### src/rtl/nco_phase_acc.sv
// NCO stage: phase accumulator followed by a quarter-wave sine LUT pipeline.
// Produces an offset-binary DAC sample, a square wave and a wrap strobe.
module nco_phase_acc #(
  parameter int PHINC_W    = 8,
  parameter int ACC_W      = 16,
  parameter int LUT_ADDR_W = 6,
  parameter int DAC_W      = 8
) (
  input  logic               clk,
  input  logic               reset,
  input  logic               en,
  input  logic               phase_clr,
  input  logic [PHINC_W-1:0] phinc,
  output logic [DAC_W-1:0]   dac_out,
  output logic               sq_out,
  output logic               wrap,
  output logic               out_valid
);

  localparam int MAG_W = DAC_W - 1;
  localparam logic [DAC_W-1:0] MID = {1'b1, {(DAC_W-1){1'b0}}};

  // First quadrant of round(127 * sin(pi/2 * (k + 0.5) / 64)), k = 0..63.
  localparam logic [MAG_W-1:0] SINE_ROM [64] = '{
    7'd2,   7'd5,   7'd8,   7'd11,  7'd14,  7'd17,  7'd20,  7'd23,
    7'd26,  7'd29,  7'd32,  7'd35,  7'd38,  7'd41,  7'd44,  7'd47,
    7'd50,  7'd53,  7'd56,  7'd58,  7'd61,  7'd64,  7'd67,  7'd69,
    7'd72,  7'd74,  7'd77,  7'd79,  7'd82,  7'd84,  7'd86,  7'd89,
    7'd91,  7'd93,  7'd95,  7'd97,  7'd99,  7'd101, 7'd103, 7'd105,
    7'd106, 7'd108, 7'd110, 7'd111, 7'd113, 7'd114, 7'd115, 7'd117,
    7'd118, 7'd119, 7'd120, 7'd121, 7'd122, 7'd123, 7'd124, 7'd124,
    7'd125, 7'd125, 7'd126, 7'd126, 7'd127, 7'd127, 7'd127, 7'd127
  };

  logic [PHINC_W-1:0]    phinc_q;
  logic [ACC_W-1:0]      acc;
  logic [ACC_W:0]        acc_sum;
  logic [1:0]            quad;
  logic [LUT_ADDR_W-1:0] idx_raw;
  logic [LUT_ADDR_W-1:0] idx_b;
  logic                  sign_b;
  logic                  sign_c;
  logic [MAG_W-1:0]      mag_c;
  logic                  v_a;
  logic                  v_b;
  logic                  v_c;

  assign acc_sum = {1'b0, acc} + (ACC_W+1)'(phinc_q);
  assign quad    = acc[ACC_W-1 -: 2];
  assign idx_raw = acc[ACC_W-3 -: LUT_ADDR_W];

  // out_valid is a plain qualifier with no ready: it is en as sampled by the
  // accumulator stage, carried alongside the sample through the three
  // downstream stages. phase_clr does not affect it.
  always_ff @(posedge clk or negedge reset) begin
    if (!reset) begin
      phinc_q   <= '0;
      acc       <= '0;
      wrap      <= 1'b0;
      v_a       <= 1'b0;
      sq_out    <= 1'b0;
      idx_b     <= '0;
      sign_b    <= 1'b0;
      v_b       <= 1'b0;
      mag_c     <= '0;
      sign_c    <= 1'b0;
      v_c       <= 1'b0;
      dac_out   <= '0;
      out_valid <= 1'b0;
    end else begin
      phinc_q <= phinc;
      v_a     <= en;
      if (phase_clr) begin
        acc  <= '0;
        wrap <= 1'b0;
      end else if (en) begin
        acc  <= acc_sum[ACC_W-1:0];
        wrap <= acc_sum[ACC_W];
      end else begin
        wrap <= 1'b0;
      end

      // Odd quadrants walk the quarter-wave table backwards.
      sq_out <= acc[ACC_W-1];
      idx_b  <= quad[0] ? ~idx_raw : idx_raw;
      sign_b <= quad[1];
      v_b    <= v_a;

      mag_c  <= SINE_ROM[idx_b];
      sign_c <= sign_b;
      v_c    <= v_b;

      dac_out   <= sign_c ? (MID - DAC_W'(mag_c)) : (MID + DAC_W'(mag_c));
      out_valid <= v_c;
    end
  end

endmodule

### config.mk
export PLATFORM = sky130hd
export DESIGN_NAME = nco_phase_acc
export DESIGN_NICKNAME = d
export VERILOG_FILES = /design/src/rtl/nco_phase_acc.sv
export SDC_FILE = /design/constraint.sdc
export NUM_CORES = 1
export LEC_CHECK = 0
export ABC_AREA = 1
export BUFFER_PORTS_ARGS = -buffer_cell sky130_fd_sc_hd__buf_2
export CORE_ASPECT_RATIO = 0.75
export CORE_MARGIN = 2
export CORE_UTILIZATION = 66
export CTS_BUF_LIST = sky130_fd_sc_hd__clkbuf_8
export DETAILED_ROUTE_END_ITERATION = 6
export PLACE_DENSITY = 0.95
export SYNTH_ARGS = -nofsm -noshare
export SYNTH_HDL_FRONTEND = slang
export SYNTH_SLANG_ARGS = --single-unit
### constraint.sdc
create_clock -name clk -period 3.75 [get_ports clk]
set_input_delay 0.1875 -clock clk [delete_from_list [all_inputs] [get_ports clk]]
set_output_delay 0.1875 -clock clk [all_outputs]
set_load 0.05 [all_outputs]
# ---- After elaboration in Yosys (flattened, before gate mapping)
# Memories as Yosys holds them, arrays and structs flattened. A register that Yosys moved wholly into a read port is not among the register bits.
# Index checks and enable logic that the tools add are counted.
dict set report word_totals {
  ff_bits 45
  latchBits 0
  ramBits 0
  romBits 448
  input_bits 12
  out_inout_bits 11
  word_cells 25
  n_memories 1
}
dict set report classes {
  n_addsub 3
  mul 0
  div 0
  magnitude_cmp 0
  eq_ne 0
  n_shift 0
  muxes 6
  bitwise_logic 2
  n_reduce_logical 2
}
# name depth width rd rd_clocked_by_memory_dff write_ports line
set memory_table {}
lappend memory_table {{(name not given)} 64 7 1 1 0 89} ;# mag_c <= SINE_ROM[idx_b];
# op n
set ops {}
lappend ops {{16-bit 2-to-1 mux} 2}
lappend ops {{16-bit by 8-bit adder with 17-bit output} 1}
lappend ops {{8-bit by 7-bit adder with 8-bit output, first input constant} 1}
lappend ops {{8-bit 2-to-1 mux} 1}
lappend ops {{8-bit by 7-bit subtractor with 8-bit output, first input constant} 1}
lappend ops {{6-bit inverter with 7-bit output} 1}
lappend ops {{6-bit 2-to-1 mux} 1}
lappend ops {{6-bit inverter} 1}
lappend ops {{1-bit 2-to-1 mux} 2}
lappend ops {{2-bit nonzero test} 1}
lappend ops {{1-bit logical NOT} 1}

# ---- Logic depth before layout (Yosys ltp)
dict set report logic_depth {
  word_depth 3
  mapped_depth 12
  ltp_nobuf 12
}

# ---- Worst setup path after synthesis
# OpenSTA, ideal clock, no wires.
dict set report synth_timing {
  path_kind {flip-flop to flip-flop}
  startpoint {register acc[0]}
  endpoint {register acc[10]}
  arrival_time_ns 1.493
  required_ns 3.633
  slack_ns 2.141
  stages_incl_launch_ff 12
  n_path_buf 0
  cell_sequence {dfrtp_1 ha_1 inv_1 fa_1 inv_1 nand2_1 nand3_1 nand3_1 nand2_2 nand3_1 nor2_1 nor2_1}
}
dict set report synth_via {
  elab_chain_len 3
}
# element line
set synth_lines {}
lappend synth_lines {{start: declaration} 36} ;# logic [ACC_W-1:0] acc;
lappend synth_lines {{start signal: assignment} 77} ;# acc <= acc_sum[ACC_W-1:0];
lappend synth_lines {{16-bit by 8-bit adder with 17-bit output} 48} ;# assign acc_sum = {1'b0, acc} + (ACC_W+1)'(phinc_q);
lappend synth_lines {{16-bit 2-to-1 mux} 76} ;# end else if (en) begin
lappend synth_lines {{16-bit 2-to-1 mux} 73} ;# if (phase_clr) begin
# No other way between the ends. The select of a mux whose other input is x is not followed.
# A chain may end at the register's enable or synchronous reset.

# ---- Worst setup path after layout
# Ends and elaborated chain as after synthesis.

==> results.sh <==
export IMPL_worstPathMaxFanout=5
export IMPL_setup_worst_path_end="acc[10]"
export IMPL_switching_share_pct=31.7
export IMPL_syn_area_um2=2770
export IMPL_ioPinCount=23
export IMPL_cts_tree="built"
export IMPL_core_area_um2=4050
export IMPL_hpwl_mm=4.13
export IMPL_post_cts_buffers=0
export IMPL_vias=2378
export IMPL_yosys_area_top_type="dfrtp_1"
export IMPL_die_area_um2=4740
export IMPL_portBuffers=22
export IMPL_worst_pin_slew_ns=1.11
export IMPL_fp_dieH_um=60.1
export IMPL_diodes=0
export IMPL_clock_latency_ns=0.32
export IMPL_final_common_cell="nand2_1"
export IMPL_startpoint="acc[0]"
export IMPL_drtIter0Drc=232
export IMPL_clockRootBuffer="clkbuf_8"
export IMPL_powerDensity_nw_per_um2=377
export IMPL_vias_per_cell=5.68
export IMPL_ir_drop_mv=0.213
export IMPL_worstPathBufferInverterCount=2
export IMPL_yosysTopAreaCellShare_pct=46.9
export IMPL_yosys_top_cells_area="dfrtp_1 47%, nand2_1 11%, ha_1 8.1%, inv_1 5.3%, nand3_1 4.0%"
export IMPL_cap_violations=0
export IMPL_relSlewSlack_pct=25.7
export IMPL_syn_inst=334
export IMPL_slowest_delay_ns=0.39
export IMPL_min_period_over_period_pct=52.3
export IMPL_rr_worst_depth=12
export IMPL_antenna_found_initial=0
export IMPL_clkTransAtPathRegs_ns=0.09
export IMPL_p_leak_uw=0.00161
export IMPL_cts_buffers=5
export IMPL_cts_max_level=2
export IMPL_grt_max_degree=53
export IMPL_clock_skew_ns=0.0209
export IMPL_pwr_share_clk_pct=28.5
export IMPL_grt_pass1_wl_mm=10.3
export IMPL_power_frac_seq_pct=52.9
export IMPL_slew_violations=0
export IMPL_worst_ep_arrival_time_ns=2.19
export IMPL_grt_usage_pct=28.4
export IMPL_report_final_setup_viol=0
export IMPL_endpoint_kind="flop"
export IMPL_timing_rr_start="acc[0]"
export IMPL_p_int_uw=794
export IMPL_die_w_um=78.8
export IMPL_hold_buffers=8
export IMPL_yosysSeqAreaShare_pct=46.9
export IMPL_multi_input_area_um2=1280
export IMPL_p_switching_uw=368
export IMPL_mostFrequentLayoutCells="82 x nand2_1, 52 x dfrtp_1, 39 x inv_1, 27 x nor2_1"
export IMPL_synth_warnings=0
export IMPL_max_clock_path_buffers=2
export IMPL_drcViolationCount=0
export IMPL_path_depth=12
export IMPL_crit_family="simple AND/OR/NAND/NOR gates"
export IMPL_fmax_mhz=510
export IMPL_fin_crit_ns=1.96
export IMPL_hold_path_class="in -> reg"
export IMPL_cts_resized_gates=0
export IMPL_status="finished clean"
export IMPL_drive_gt1_share_pct=10.7
export IMPL_crit_chain="ha_1, inv_1, fa_1, inv_1, nand2_1, nand3_1, nand3_1, nand2_2, nand3_1, nand2_1, nand2_1, nor2_1"
export IMPL_synth_net_count=365
export IMPL_fin_hold_ws_ns=0.0228
export IMPL_syn2layout_area_growth_pct=11.2
export IMPL_rsz0062_at_grt="no"
export IMPL_rows=20
export IMPL_syn_avg_cell_area_um2=8.30
export IMPL_ys_ff_latch=52
export IMPL_start_util_pct=68.4
export IMPL_grt_pass1_vias=2285
export IMPL_hold_viol=0
export IMPL_gp_congestion=0.991
export IMPL_drt_wl_total_mm=6.28
export IMPL_startpoint_type="flop"
export IMPL_regToRegSetupSlack_ns=1.79
export IMPL_worst_setup_path_type="reg -> reg"
export IMPL_firstDrtPassIters=5
export IMPL_antenna_left=0
export IMPL_nNetsFinal=394
export IMPL_crit_required_ns=3.98
export IMPL_final_seq_area_um2=1300
export IMPL_r2r_end="acc[10]"
export IMPL_cts_sinks=52
export IMPL_yosysUniqueCellTypes=30
export IMPL_routedWlPerCell_um=15.0
export IMPL_fill_cells=256
export IMPL_setup_tns_ns=0
export IMPL_p_comb_share_pct=18.6
export IMPL_cp_slowest_cell="dfrtp_1"
export IMPL_overflow=0
through the flow:
| step | setup slack (ns) | utilization [%] | instance area [um^2] | total power [uW] | instances |
|---|---|---|---|---|---|
| 6_report | 1.79 | 76.1 | 3080 | 1160 | 419 |
| 4_1_cts | 1.85 | 76.1 | 3080 | 1150 | 419 |
| 3_5_place_dp | 1.81 | 71.9 | 2910 | 823 | 403 |
| 2_1_floorplan | 2.14 | - | 2770 | 762 | 334 |
| 5_1_grt | 1.65 | 76.1 | 3080 | 1220 | 419 |
| 3_3_place_gp | 1.89 | 71.9 | 2910 | 809 | 403 |
worst register-to-register path, stage by stage, from the launching register on:
cell	delay (ns)
dfrtp_1	0.39
ha_1	0.22
inv_1	0.07
fa_1	0.36
inv_1	0.08
nand2_1	0.07
nand3_1	0.15
nand3_1	0.11
nand2_2	0.12
nand3_1	0.11
nand2_1	0.08
nand2_1	0.04
nor2_1	0.09
power by group through the flow:
| stage | clock [uW] | sequential, uW | combinational (uW) |
|---|---|---|---|
| final | 331 | 614 | 216 |
| after global routing | 358 | 617 | 242 |
| after CTS | 326 | 612 | 210 |
| after detailed placement | 0 | 622 | 201 |
| after global placement | 0 | 619 | 189 |
| after floorplan | 0 | 635 | 127 |
Yosys cell counts, drive strengths merged:
| cell | number |
|---|---|
| a21boi | 1 |
| nand3 | 24 |
| ha | 18 |
| xnor2 | 4 |
| a21oi | 20 |
| o22ai | 4 |
| clkinv | 2 |
| o21ai | 22 |
| buf | 6 |
| fa | 1 |
| nor2 | 28 |
| or2 | 3 |
| o211ai | 2 |
| nor3b | 2 |
| nand4 | 3 |
| xor2 | 8 |
| dfrtp | 52 |
| clkbuf | 2 |
| a22o | 1 |
| inv | 40 |
| a22oi | 1 |
| nand2 | 83 |
| o31ai | 3 |
| nor3 | 4 |
cell type report:
type | instances | share of cell area, %
multi-input cells | 232 | 41.4
inverters | 42 | 5.11
flip-flops and latches | 52 | 42.2
clock inverters | 3 | 0.690
clock buffers | 5 | 2.23
repair buffers | 30 | 6.17
well taps | 55 | 2.23
worst min path at each step:
stage,end,depth (start not counted),startpoint
floorplan,acc[0],0,reset
global placement,phinc_q[5],1,phinc[5]
detailed placement,phinc_q[3],1,phinc[3]
CTS,v_a,1,en
global route,v_a,1,en
finish,v_a,1,en
registers in the layout (all words and copies together) (netlist names):
name and flops:
acc 16, dac_out 8, phinc_q 8, mag_c 7, idx_b 6, out_valid 1, sign_b 1, sign_c 1
v_a 1, v_b 1, v_c 1, wrap 1
per-layer routing:
metal | track usage [%] | part of all wire, % | routed length (um)
met5 | 0 | 0 | 0
met4 | 8.62 | 1.2 | 76
met3 | 5.29 | 9.2 | 579
met2 | 47.3 | 46 | 2910
met1 | 38.8 | 43 | 2720
cells by family after synthesis:
family	count (synthesis)	share of synthesized area, %
AOI/OAI and AO/OA	54	10.7
DFF	52	46.9
xor gates and xnor gates	12	3.79
buffers and inverters	50	7.04
and+or+nand+nor	147	22.7
adders and majority gates	19	8.84
Note: power is estimated with default switching activity, not from simulation.
